### config.mk
export PLATFORM = sky130hd
export DESIGN_NAME = param_ring_counter
export DESIGN_NICKNAME = d
export VERILOG_FILES = /design/src/rtl/param_ring_counter.sv
export SDC_FILE = /design/constraint.sdc
export NUM_CORES = 1
export LEC_CHECK = 0
export CAP_MARGIN = 20
export CORE_AREA = 10 10 47 49
export DETAILED_ROUTE_END_ITERATION = 16
export DIE_AREA = 0 0 57 59
export GPL_TIMING_DRIVEN = 0
export HOLD_SLACK_MARGIN = 0.03
export PLACE_DENSITY = 0.48
export SYNTH_ARGS = -nofsm -noshare
export SYNTH_HDL_FRONTEND = slang
export SYNTH_SLANG_ARGS = --single-unit
### constraint.sdc
create_clock -name i_clk -period 1.3 [get_ports i_clk]
set_input_delay 0.13 -clock i_clk [delete_from_list [all_inputs] [get_ports i_clk]]
set_output_delay 0.13 -clock i_clk [all_outputs]
set_load 0.02 [all_outputs]
### src/rtl/param_ring_counter.sv
// param_ring_counter: WIDTH-bit ring (MODE=0) or Johnson (MODE=1) counter with direction, load, wrap pulse and legal-state flag.
// Define PARAM_RC_SELF_CORRECT_EN to force illegal states back to SEED on the next enabled step.
module param_ring_counter #(
  parameter int WIDTH = 3,
  parameter int MODE  = 0
) (
  input  logic             i_clk,
  input  logic             i_rst_n,
  input  logic             i_enable,
  input  logic             i_dir,
  input  logic             i_load,
  input  logic [WIDTH-1:0] i_load_val,
  output logic [WIDTH-1:0] o_count,
  output logic             o_wrap,
  output logic             o_valid_state
);
  localparam logic [WIDTH-1:0] SEED = (MODE == 1) ? '0 : WIDTH'(1);
  logic [WIDTH-1:0] r_count, w_shift, w_next;
  logic [WIDTH-2:0] w_trans;
  logic             r_wrap, w_onehot, w_johnson, w_fill_l, w_fill_r, w_wrap_next;
  // Johnson patterns are exactly those with at most one adjacent-bit transition
  always_comb begin
    w_trans       = r_count[WIDTH-1:1] ^ r_count[WIDTH-2:0];
    w_onehot      = (r_count != '0) && ((r_count & (r_count - WIDTH'(1))) == '0);
    w_johnson     = (w_trans & (w_trans - (WIDTH-1)'(1))) == '0;
    o_valid_state = (MODE == 1) ? w_johnson : w_onehot;
    w_fill_l      = (MODE == 1) ? ~r_count[WIDTH-1] : r_count[WIDTH-1];
    w_fill_r      = (MODE == 1) ? ~r_count[0] : r_count[0];
    w_shift       = i_dir ? {w_fill_r, r_count[WIDTH-1:1]} : {r_count[WIDTH-2:0], w_fill_l};
  end
`ifdef PARAM_RC_SELF_CORRECT_EN
  assign w_next      = o_valid_state ? w_shift : SEED;
  assign w_wrap_next = o_valid_state && (w_shift == SEED);
`else
  assign w_next      = w_shift;
  assign w_wrap_next = w_shift == SEED;
`endif
  always_ff @(posedge i_clk or negedge i_rst_n) begin
    if (!i_rst_n) begin
      r_count <= SEED;
      r_wrap  <= 1'b0;
    end else if (i_load) begin
      r_count <= i_load_val;
      r_wrap  <= 1'b0;
    end else if (i_enable) begin
      r_count <= w_next;
      r_wrap  <= w_wrap_next;
    end else begin
      r_wrap  <= 1'b0;
    end
  end
  assign o_count = r_count;
  assign o_wrap  = r_wrap;
endmodule

# Word level (Yosys, flattened, before mapping)
# Index checks and enable logic that the tools add are counted.
# W data, S select, Z words.
[totals]
ff_bits = 4
input_bits = 8
out_inout_bits = 5
[classes]
n_addsub = 1
n_eq_ne = 1
muxes = 5
bitwise_logic = 1
reduce_logical = 4
[op_table]
columns = ["operator", "count"]
rows = [
  ["$mux W3", 3],
  ["$and A3 B3 Y3", 1],
  ["$eq A3 B1 Y1 const B", 1],
  ["$logic_not A3 Y1", 1],
  ["$reduce_bool A3 Y1", 1],
  ["$sub A3 B1 Y3 const B", 1],
  ["$mux W1", 2],
  ["$reduce_bool A2 Y1", 1],
  ["$logic_and A1 B1 Y1", 1],
]

# Longest topological paths before layout
[depth]
depth_word = 4
depth_mapped = 3

# Worst setup path before layout
# OpenSTA, ideal clock, no wires.
[synth_timing]
path_type = "reg2reg"
start = "register r_count[1], in the netlist o_count[1]"
end = "register r_wrap, in the netlist o_wrap"
arrival_ns = 1.097
t_required_ns = 1.213
slack_ns = 0.116
path_stages_with_launch = 3
path_buffers = 0
period_less_slack_ns = 1.184
path_cell_list = "dfrtp_1 or3b_1 a211oi_2"
[synth_via]
elab_chain_cells = 4
[synth_rtl]
columns = ["element", "line", "rtl"]
rows = [
  ["start: declaration", "18", "logic [WIDTH-1:0] r_count, w_shift, w_next;"],
  ["start signal: assignment", "43", "r_count <= i_load_val;"],
  ["start signal: assignment", "46", "r_count <= w_next;"],
  ["$mux W3", "29", "w_shift = i_dir ? {w_fill_r, r_count[WIDTH-1:1]} : {r_count[WIDTH-2:0], w_fill_l};"],
  ["$eq A3 B1 Y1", "36", "assign w_wrap_next = w_shift == SEED;"],
  ["$mux W1", "45", "end else if (i_enable) begin"],
  ["$mux W1", "42", "end else if (i_load) begin"],
  ["end signal: assignment", "47", "r_wrap <= w_wrap_next;"],
  ["end: declaration", "20", "logic r_wrap, w_onehot, w_johnson, w_fill_l, w_fill_r, w_wrap_next;"],
]
# No other way between the ends.
# A chain may end at the register's enable or synchronous reset.

# Worst setup path in the final report
[layout_timing]
start = "register r_count[0], in the netlist o_count[0]"
end = "output port o_valid_state"
[layout_via]
elab_chain_cells = 4
word_cells_on_any_way = 5
[layout_rtl]
columns = ["element", "line", "rtl"]
rows = [
  ["$sub A3 B1 Y3", "24", "w_onehot = (r_count != '0) && ((r_count & (r_count - WIDTH'(1))) == '0);"],
  ["$and A3 B3 Y3", "24", ""],
  ["$logic_not A3 Y1", "24", ""],
  ["$logic_and A1 B1 Y1 (*)", "24", ""],
  ["end: declaration", "15", "output logic o_valid_state"],
]
# Mark *: on every way between the ends. The rest lies on a longest branch, timed or not.

==> run summary <==
The run finished, with violations left. The final reports fail on negative setup slack. The synthesized instance count is 24. The worst slew margin relative to its limit came out at 84.2%. The total number of nets in the final design is 49. The path type of the worst min-delay path is in2async.

The non-filler instance count after layout is 56. The number of buffers created by CTS came out at 3. The final worst slack came out at -0.0182 ns. Summing all non-filler instances in the final layout gives an area of 424 um2.

In this run, flip-flops and latches consume 33.8% of the power. The most common library cell in the layout ignoring fill and taps is sky130_fd_sc_hd__clkdlybuf4s50_1. The sum of overflow across all layers after global routing came out at 0. Using the TritonRoute via totals, the vias-per-cell ratio works out to 4.29. The share of post-route cells with drive strength above 1 came out at 25.0%.

The total count of hold-check failures in the final report is 0. The most area-hungry cell type in the Yosys netlist is sky130_fd_sc_hd__dfrtp_1. The clock sink count came out at 4. VDD sags by at most 432 uV.

The floorplan die height is 59 um. At the end of routability-driven placement, the weighted congestion stood at 0.629. The number of filler instances in the final layout came out at 156. The maximum clock skew at final layout came out at 0.00525 ns. The count of final max-slew check failures came to 0.

The first global-routing pass estimated 1.19 mm of wire. The unique cell type count in the Yosys netlist came out at 14. The worst-case clock buffer depth is 2. After clock tree synthesis, the clock-pin slew on the worst setup and hold paths is 0.04 ns. The register area came out at 103 um2. The count of input and output buffers came out at 11. The number of hold buffers added after CTS was 0. TritonCTS built the clock tree. CTS built an H-tree with a depth of 1. The number of routed nets with antenna violations is 0.

The clock network latency to the later pin of the worst-skew pair is 0.24 ns. The top fanout value on the critical path came out at 4. The via count of the first global-routing pass is 286. The largest net degree at the start of global routing came out at 9. Combinational logic is responsible for 29.6% of the overall power. The area of the core is 0.00140 mm2. After detailed placement, the design holds a cell count of 51. The count of warnings emitted by yosys came out at 0. Synthesis inferred 4 register bits. The cell area after synthesis came out at 259 um2. The top-area cell type share of the netlist area is 29.0%. The number of antenna violations at the first check in global routing came out at 0. The reported net switching power came out at 0.000138 W. The portion of the clock cycle consumed by the worst path in the final layout is 101%. The power per cell area came out at 1100 mW/mm2. The standard cell area after detailed placement is 389 um2. Setup violations remaining at the end of the flow were counted as 1. The total of max-cap violations is 0.

Dividing the detail-routed wire length by the instance count gives 13.1 um. The repair_antennas step left the layout with diodes totalling 0. The area growth from synthesis to layout is 63.8%. Row generation in the floorplan step produced 14 rows. Summing the sequential cell areas from Yosys gives 39.1% of the chip area. The worst setup path is launched from a flip-flop. The share of total power consumed by net switching came out at 29.5%. The internal power is 0.000329 W.

The initial standard-cell utilization of the core came out at 18.5%. The worst setup path is captured at an output pin. The die area came out at 0.00336 mm2. The endpoint arrival time on the critical path is 1.19 ns.

The number of cells traversed by the worst register-to-register path is 3. From left edge to right edge, the die measures 57 um. The clock network is responsible for 36.6% of the overall power. At the pin with the least slew margin, the transition time is 0.236 ns. Based on the critical path, the design can be clocked at up to 759 MHz. Setup repair after global routing could not meet its margin everywhere. The worst stage delay on the critical path is 0.55 ns. The category of the critical setup timing path is reg2out.

In this run the static leakage power is 0.193 nW. The average cell area after synthesis is 10.8 um2. Overall power consumption after layout is estimated at 0.000467 W. The number of top-level design ports came out at 13. Sorting the synthesized cells by area gives the leading types as sky130_fd_sc_hd__dfrtp_1, sky130_fd_sc_hd__mux2i_1, sky130_fd_sc_hd__dfstp_2. The synthesized net count is 32. After detailed routing, the number of remaining DRC violations is 0.

After layout, the minimum clock period comes to 1.32 ns. CTS placed an instance of sky130_fd_sc_hd__clkbuf_4 at the clock tree root. The final hold slack is 0.0863 ns.

For this block, the initial DRC count from the detailed router was 1. The worst-path cell with the longest stage delay is sky130_fd_sc_hd__dfstp_2. The total global-route track usage came out at 4.49%. The detailed-routing iteration count for the pre-antenna-repair pass is 2. Traced cell by cell, the critical path runs through xor2_1 -> o21a_1 -> buf_6.

In the final layout, the multi-input gates occupy 146 um2. The overall via count from detail_route is 240. The endpoint required time on the critical path came out at 1.17 ns. The total detailed-routing wirelength came out at 731 um.
## layer usage
metal / vias up / GRT usage [%] / wire length (um)
li1: 122 / - / -
met5: - / 0 / 0
met1: 105 / 4.03 / 305
met3: 2 / 0.858 / 42
met2: 11 / 7.91 / 368
met4: 0 / 5.03 / 14
## kinds of logic (layout without fill, tap and decap cells)
kind of cell	after synthesis	count (layout)	share of synthesized area [%]
flops	4	4	39.1
buf+inv	1	17	4.35
mux	3	3	11.6
simple gates	9	9	23.2
xor+xnor	1	1	3.38
compound gates	6	6	18.4
## area by class of cell
type / instances / area share, %
well taps: 16 / 4.72
repair buffers: 12 / 27.7
multi-input cells: 19 / 34.5
clock buffers: 4 / 6.19
plain buffers: 1 / 2.65
flip-flops and latches: 4 / 24.2
## cell usage after synthesis
cell type / n
sky130_fd_sc_hd__nand2b_1: 1
sky130_fd_sc_hd__or3b_1: 3
sky130_fd_sc_hd__mux2i_1: 3
sky130_fd_sc_hd__a211oi_2: 1
sky130_fd_sc_hd__o211ai_1: 3
sky130_fd_sc_hd__buf_6: 1
sky130_fd_sc_hd__o21a_1: 1
sky130_fd_sc_hd__dfrtp_1: 3
sky130_fd_sc_hd__nand2_1: 3
sky130_fd_sc_hd__or3b_2: 1
sky130_fd_sc_hd__dfstp_2: 1
sky130_fd_sc_hd__xor2_1: 1
sky130_fd_sc_hd__o21ai_0: 1
sky130_fd_sc_hd__nand3b_1: 1
## power by group through the flow
stage / Combinational, W / Sequential, W / Clock, W
final: 0.000138 / 0.000158 / 0.000171
after global routing: 0.000150 / 0.000161 / 0.000186
after CTS: 0.000142 / 0.000158 / 0.000176
after detailed placement: 0.000136 / 0.000162 / 0
after global placement: 0.000136 / 0.000162 / 0
after floorplan: 0.0000554 / 0.000170 / 0
## per-stage QoR
| step | worst slack, ns | setup TNS, ns | util [%] |
|---|---|---|---|
| 2_1_floorplan | 0.116 | 0 | - |
| 3_3_place_gp | -0.295 | -0.349 | 27.8 |
| 3_5_place_dp | -0.308 | -0.361 | 27.8 |
| 4_1_cts | -0.0381 | -0.0381 | 30.1 |
| 5_1_grt | -0.0742 | -0.0822 | 30.3 |
| 6_report | -0.0182 | -0.0182 | 30.3 |
## state kept, by name (all words and copies together), names as in the netlist
| name | cells |
|---|---|
| o_wrap | 1 |
| o_count | 3 |
## worst paths after layout
kind                       slack [ns]             to        from
setup / recovery                -0.02  o_valid_state  o_count[0]
hold / removal                   0.09     o_count[2]     i_rst_n
setup reg to reg                 0.08     o_count[0]  o_count[0]
hold reg to reg                  0.67         o_wrap  o_count[1]
max in group asynchronous        0.98     o_count[0]     i_rst_n
min in group i_clk               0.19         o_wrap       i_dir
## worst max-delay path: cells and delay by family (launching register included)
kind            cells  cell delay, ns
xor+xnor            1            0.15
buf+inv             1            0.12
compound gates      1            0.14
flops               1            0.55
## repair_timing
| action | CTS | global route |
|---|---|---|
| setup buffers | 1 | 0 |
| endpoints found under the setup margin | 4 | 3 |
| gates resized for setup | 10 | 1 |
Note: power is estimated with default switching activity, not from simulation.
